`src/rtl/pwm_gen.sv`:
```
// Dual-motor PWM generator: captures SPI command bytes on the falling edge of load,
// applies them at PWM period boundaries and forces safe outputs when commands stop arriving.
module pwm_gen #(
    parameter int PRESCALE = 4,
    parameter int TIMEOUT  = 4800000
) (
    input  logic       clk,
    input  logic       reset_n,
    input  logic       load,
    input  logic [7:0] motor1,
    input  logic [7:0] motor2,
    output logic       pwm1,
    output logic       pwm2,
    output logic       dir1,
    output logic       dir2,
    output logic       stale,
    output logic       update
);

    localparam int PW = (PRESCALE > 1) ? $clog2(PRESCALE) : 1;
    localparam int WW = $clog2(TIMEOUT + 1);
    localparam logic [PW-1:0] PRE_MAX = PW'(PRESCALE - 1);
    localparam logic [WW-1:0] WD_MAX  = WW'(TIMEOUT);

    logic          sync0, sync1, hist;
    logic [PW-1:0] pre;
    logic [6:0]    cnt;
    logic [7:0]    p1, p2, a1, a2;
    logic [WW-1:0] wd;
    logic          pwm1_q, pwm2_q, dir1_q, dir2_q;
    logic          fall, tick, boundary;

    assign fall     = hist & ~sync1;
    assign tick     = (pre == PRE_MAX);
    assign boundary = tick && (cnt == 7'd126);

    // Watchdog state is the saturated counter itself, so a capture clears it in the same edge.
    assign stale  = (wd == WD_MAX);
    assign update = fall & reset_n;

    assign pwm1 = pwm1_q & ~stale;
    assign pwm2 = pwm2_q & ~stale;
    assign dir1 = dir1_q & ~stale;
    assign dir2 = dir2_q & ~stale;

    // NOTE: every register below uses <= so all of them sample pre-edge values;
    // the same-cycle capture/boundary case relies on a1 taking the old p1.
    always_ff @(posedge clk) begin
        if (!reset_n) begin
            sync0  <= 1'b0;
            sync1  <= 1'b0;
            hist   <= 1'b0;
            pre    <= '0;
            cnt    <= '0;
            p1     <= '0;
            p2     <= '0;
            a1     <= '0;
            a2     <= '0;
            wd     <= '0;
            pwm1_q <= 1'b0;
            pwm2_q <= 1'b0;
            dir1_q <= 1'b0;
            dir2_q <= 1'b0;
        end else begin
            sync0 <= load;
            sync1 <= sync0;
            hist  <= sync1;

            pre <= tick ? '0 : pre + 1'b1;
            if (tick)
                cnt <= (cnt == 7'd126) ? 7'd0 : cnt + 7'd1;

            if (fall)
                wd <= '0;
            else if (!stale)
                wd <= wd + 1'b1;

            if (fall) begin
                p1 <= motor1;
                p2 <= motor2;
            end else if (stale) begin
                p1 <= '0;
                p2 <= '0;
            end

            // Stale wins over the boundary so a stale frame can never reach the active set.
            if (stale) begin
                a1 <= '0;
                a2 <= '0;
            end else if (boundary) begin
                a1 <= p1;
                a2 <= p2;
            end

            pwm1_q <= (cnt < a1[6:0]);
            pwm2_q <= (cnt < a2[6:0]);
            dir1_q <= a1[7];
            dir2_q <= a2[7];
        end
    end

endmodule
```
`config.mk`:
```
export PLATFORM = sky130hd
export DESIGN_NAME = pwm_gen
export DESIGN_NICKNAME = d
export VERILOG_FILES = /design/src/rtl/pwm_gen.sv
export SDC_FILE = /design/constraint.sdc
export NUM_CORES = 1
export LEC_CHECK = 0
export BUFFER_PORTS_ARGS = -buffer_cell sky130_fd_sc_hd__buf_2
export CAP_MARGIN = 20
export CORE_ASPECT_RATIO = 1.4
export CORE_UTILIZATION = 63
export CTS_CLUSTER_DIAMETER = 40
export CTS_CLUSTER_SIZE = 20
export DETAILED_ROUTE_END_ITERATION = 10
export PLACE_DENSITY = 0.83
export SLEW_MARGIN = 20
export SYNTH_ARGS = -nofsm -noshare
export SYNTH_HDL_FRONTEND = slang
export SYNTH_SLANG_ARGS = --single-unit
```
`constraint.sdc`:
```
create_clock -name clk -period 3.7 [get_ports clk]
set_input_delay 0.185 -clock clk [delete_from_list [all_inputs] [get_ports clk]]
set_output_delay 0.185 -clock clk [all_outputs]
set_load 0.02 [all_outputs]
```
# Word-level counts from Yosys, hierarchy flattened
# Cells that the tools add are included.
dict set report classes {
  n_bitwise 9
  n_shift 0
  eq_ne 3
  n_mux 4
  magnitude_cmp 2
  n_reduce_logical 5
  div 0
  mul 0
  addsub 3
}
# operator n
set op_table {}
lappend op_table {{8-bit two-way mux} 3}
lappend op_table {{23-bit by 1-bit adder with 23-bit output (second input constant)} 1}
lappend op_table {{23-bit equality test (second input constant)} 1}
lappend op_table {{7-bit less-than comparator} 2}
lappend op_table {{7-bit by 1-bit adder with 7-bit output (second input constant)} 1}
lappend op_table {{7-bit equality test (second input constant)} 1}
lappend op_table {{7-bit two-way mux} 1}
lappend op_table {{1-bit AND} 6}
lappend op_table {{2-bit OR reduction} 3}
lappend op_table {{1-bit inverter} 3}
lappend op_table {{2-bit by 1-bit adder with 2-bit output (second input constant)} 1}
lappend op_table {{2-bit equality test (second input constant)} 1}
lappend op_table {{2-bit nonzero test} 1}
lappend op_table {{1-bit logical AND} 1}
dict set report totals {
  ff_bits 71
  out_inout_bits 6
  memories 0
  mem_bits_rw 0
  inputBits 19
  latch_bits 0
  rom_bits 0
}

# Logic depth before layout (Yosys ltp)
dict set report depth {
  ltp_word 3
  mapped_depth 8
  mapped_depth_nobuf 6
}

# Worst setup path before layout
# No wires, ideal clock.
dict set report synth_path {
  path_type {register to output}
  start {reg wd[10]}
  end {out stale}
  n_path_buf 1
  t_arrival_ps 1668
  slack_ps 1847
  t_required_ps 3515
  path_stages_with_launch 5
  path_cell_list {dfxtp_1 nand4_1 or2_1 clkbuf_1 nor4_1}
}
dict set report synth_between {
  elab_chain_len 1
}
# item line
set synth_rtl {}
lappend synth_rtl {{start: declaration} 29} ;# logic [WW-1:0] wd;
lappend synth_rtl {{start signal: assignment} 76} ;# wd <= wd + 1'b1;
lappend synth_rtl {{23-bit equality test} 38} ;# assign stale = (wd == WD_MAX);
lappend synth_rtl {{end: declaration} 16} ;# output logic stale,
# Every way passes these cells.

# Worst setup path after layout
dict set report layout_path {
  start {reg wd[19]}
  end {out pwm1}
}
dict set report layout_between {
  elab_chain_len 3
}
# item line
set layout_rtl {}
lappend layout_rtl {{23-bit equality test} 38}
lappend layout_rtl {{1-bit inverter} 41} ;# assign pwm1 = pwm1_q & ~stale;
lappend layout_rtl {{1-bit AND} 41}
lappend layout_rtl {{end: declaration} 12} ;# output logic pwm1,
# Every way passes these cells.

==> impl_metrics.sql <==
INSERT INTO impl_metrics (metric_group, metric, value, unit) VALUES
('power', 'pwr-share-comb', '0.038', ''),
('die', 'design.core.area', '0.004644', 'mm^2'),
('power', 'sequentialPowerShare', '0.543', ''),
('logic_synthesis', 'synth-async-reset-ratio', '0', ''),
('global_routing', 'antenna_found_initial', '0', ''),
('drt', 'drt_pre_antenna_iters', '4', ''),
('global_routing', 'grt_pass1_vias', '2327', ''),
('clocking', 'max-clock-path-buffers', '2', ''),
('die', 'dieHeight', '85.07', 'um'),
('die', 'ioPinCount', '25', ''),
('logic_synthesis', 'syn_nets', '362', ''),
('status', 'outcome', 'complete, no violations', ''),
('sta', 'hold_viol', '0', ''),
('drt', 'detail_route.iter0.violations', '163', ''),
('setup_path', 'critical-path-top-delay-family', 'simple AND/OR/NAND/NOR gates', ''),
('setup_path', 'worstPathCellList', 'nor4bb_1 > nand4_1 > nor3_2 > nor2b_1 > buf_2', ''),
('logic_synthesis', 'synth.top_cells.by_area', 'dfxtp_1 46%, ha_1 6.8%, mux2i_1 6.1%', ''),
('drt', 'ant_nets', '0', ''),
('clocking', 'cell_at_the_root_of_the_clock_tree', 'clkbuf_8', ''),
('clocking', 'cts_made_buffers', '9', ''),
('logic_synthesis', 'synth-edff-count', '0', ''),
('sta', 'tns', '0', 'ns'),
('setup_path', 'worst-setup-path-type', 'reg2out', ''),
('logic_synthesis', 'netlist.area_leader.share', '0.4577', ''),
('clocking', 'post-cts-setup-buffers', '0', ''),
('die', 'dieWidth', '61.34', 'um'),
('sta', 'period_share', '0.7003', ''),
('worst_hold_path', 'type_of_the_worst_min_delay_path', 'in2reg', ''),
('sta', 'setup_viol', '0', ''),
('placement', 'place_ws', '1.501', 'ns'),
('setup_path', 'worstSetupEndpointType', 'output pin', ''),
('cells_and_area', 'layout-drive-gt1-share', '0.1222', ''),
('power', 'leakage', '0.001255', 'uW'),
('clocking', 'post_cts_sizing', '0', ''),
('placement', 'place_congestion', '0.8441', ''),
('cells_and_area', 'insertedDiodeCount', '0', ''),
('logic_synthesis', 'yosys.cell_count.top_type', 'dfxtp_1', ''),
('logic_synthesis', 'netlist-cell-type-count', '43', ''),
('global_routing', 'global_route_usage_sum', '0.2715', ''),
('clocking', 'insertion_delay', '0.35', 'ns'),
('sta', 'worst_pin_slew', '0.9722', 'ns'),
('logic_synthesis', 'synth_top_cell_by_area', 'dfxtp_1', ''),
('cells_and_area', 'fillerInstances', '360', ''),
('drt', 'drc_violation_count_after_routing', '0', ''),
('global_routing', 'grt_start_max_net_pins', '21', ''),
('setup_path', 'cpMaxStageDelayCell', 'nor4bb_1', ''),
('run', 'timing.max_cap.violations', '0', ''),
('logic_synthesis', 'synth_flop_cell', 'dfxtp_1', ''),
('logic_synthesis', 'synth_common_cells', '71 x dfxtp_1, 39 x nor2_1, 20 x nand2_1', ''),
('power', 'report.power.total', '1447', 'uW'),
('power', 'power_frac_clock', '0.419', ''),
('sta', 'period_minus_slack', '2.591', 'ns'),
('clocking', 'clk_pin_slew', '0.07', 'ns'),
('cells_and_area', 'finalNetCount', '383', ''),
('placement', 'placement.io_buffers', '24', ''),
('sta', 'clock_skew', '0.008970', 'ns'),
('global_routing', 'grt_pass1_wl', '10410', 'um'),
('setup_path', 'cp.required', '3.51', 'ns'),
('logic_synthesis', 'synthesis.yosys.warnings', '0', ''),
('sta', 'fmax', '386.0', 'MHz'),
('drt', 'drt_wl_total', '6155', 'um'),
('die', 'initial_core_util', '0.6686', ''),
('placement', 'detailedPlacementHpwl', '4159', 'um'),
('setup_path', 'slowest_delay', '0.55', 'ns'),
('clocking', 'tritoncts', 'done', ''),
('global_routing', 'grt-ovfl-total', '0', ''),
('sta', 'slew-limit-headroom', '0.3519', ''),
('drt', 'vias_per_cell', '5.780', ''),
('power', 'p_sw', '321.7', 'uW'),
('logic_synthesis', 'synth_seq_cells', '71', ''),
('sta', 'unrepaired_setup_endpoints_after_global_routing', 'no', '');
==> kinds of logic (layout without fill, tap and decap cells) <==
family | after synthesis | in the layout | synth area share
xor+xnor | 18 | 18 | 0.05077
mux | 19 | 19 | 0.06124
compound gates | 43 | 43 | 0.1052
flops | 71 | 71 | 0.4577
buf+inv | 34 | 60 | 0.04351
fa+ha+maj | 17 | 17 | 0.06849
simple gates | 124 | 124 | 0.2131
==> layer usage <==
| metal | routed length [um] | track usage |
|---|---|---|
| met5 | 0 | 0 |
| met4 | 138 | 0.1333 |
| met3 | 213 | 0.06860 |
| met2 | 3312 | 0.4694 |
| met1 | 2490 | 0.2968 |
==> state kept, by name, indices dropped and copies added (netlist names) <==
name    flops
wd         23
a1          8
a2          8
p1          8
p2          8
cnt         7
pre         2
dir1_q      1
dir2_q      1
hist        1
pwm1_q      1
pwm2_q      1
sync0       1
sync1       1
==> final timing paths <==
path,cells after the start,slack [ns],endpoint,from
worst max-delay path,5,1.11,pwm1,wd[19]
worst min register to register,1,0.44,pre[0],pre[0]
worst min-delay path,2,0.04,sync0,load
worst max register to register,5,1.48,cnt[6],cnt[1]
==> per-stage QoR <==
step | hold WS, ns | area [um^2] | util | instances
after floorplan | 0.3123 | 3105 | - | 326
after global placement | 0.3916 | 3243 | 0.6983 | 398
after detailed placement | 0.3949 | 3252 | 0.7002 | 398
after CTS | 0.03349 | 3442 | 0.7411 | 414
after global routing | 0.04867 | 3442 | 0.7411 | 414
final | 0.03654 | 3442 | 0.7411 | 414
==> cells in the final DEF (no fill, tap or decap), drive strengths merged, types with 3 or more instances in the layout <==
master,instances
and4,3
ha,17
nor4,4
nor2,39
a22o,16
o211ai,5
nand2b,5
nand4,8
or4,8
and2,6
xor2,6
inv,19
buf,24
nor2b,7
nand2,20
xnor2,12
nand3b,3
nand3,8
clkinv,4
mux2i,19
o31ai,5
nor3,5
a31oi,3
clkbuf,12
dfxtp,71
a21oi,6
==> power by group through the flow <==
stage / Combinational (uW) / Clock [uW] / Sequential (uW)
4_1_cts: 55.4 / 613 / 785
5_1_grt: 62.5 / 640 / 786
3_5_place_dp: 55.2 / 0 / 803
6_report: 54.9 / 607 / 785
3_3_place_gp: 52.2 / 0 / 802
2_1_floorplan: 36.4 / 0 / 800
==> cell type report <==
cell class	count	area, um^2	share of cell area
Clock buffer	12	145.1	0.04217
Clock inverter	4	45.04	0.01309
Inverter	20	75.07	0.02181
Multi-Input combinational cell	221	1558	0.4526
Sequential cell	71	1421	0.4129
Tap cell	62	77.57	0.02254
Timing Repair Buffer	24	120.1	0.03490
Note: power is estimated with default switching activity, not from simulation.
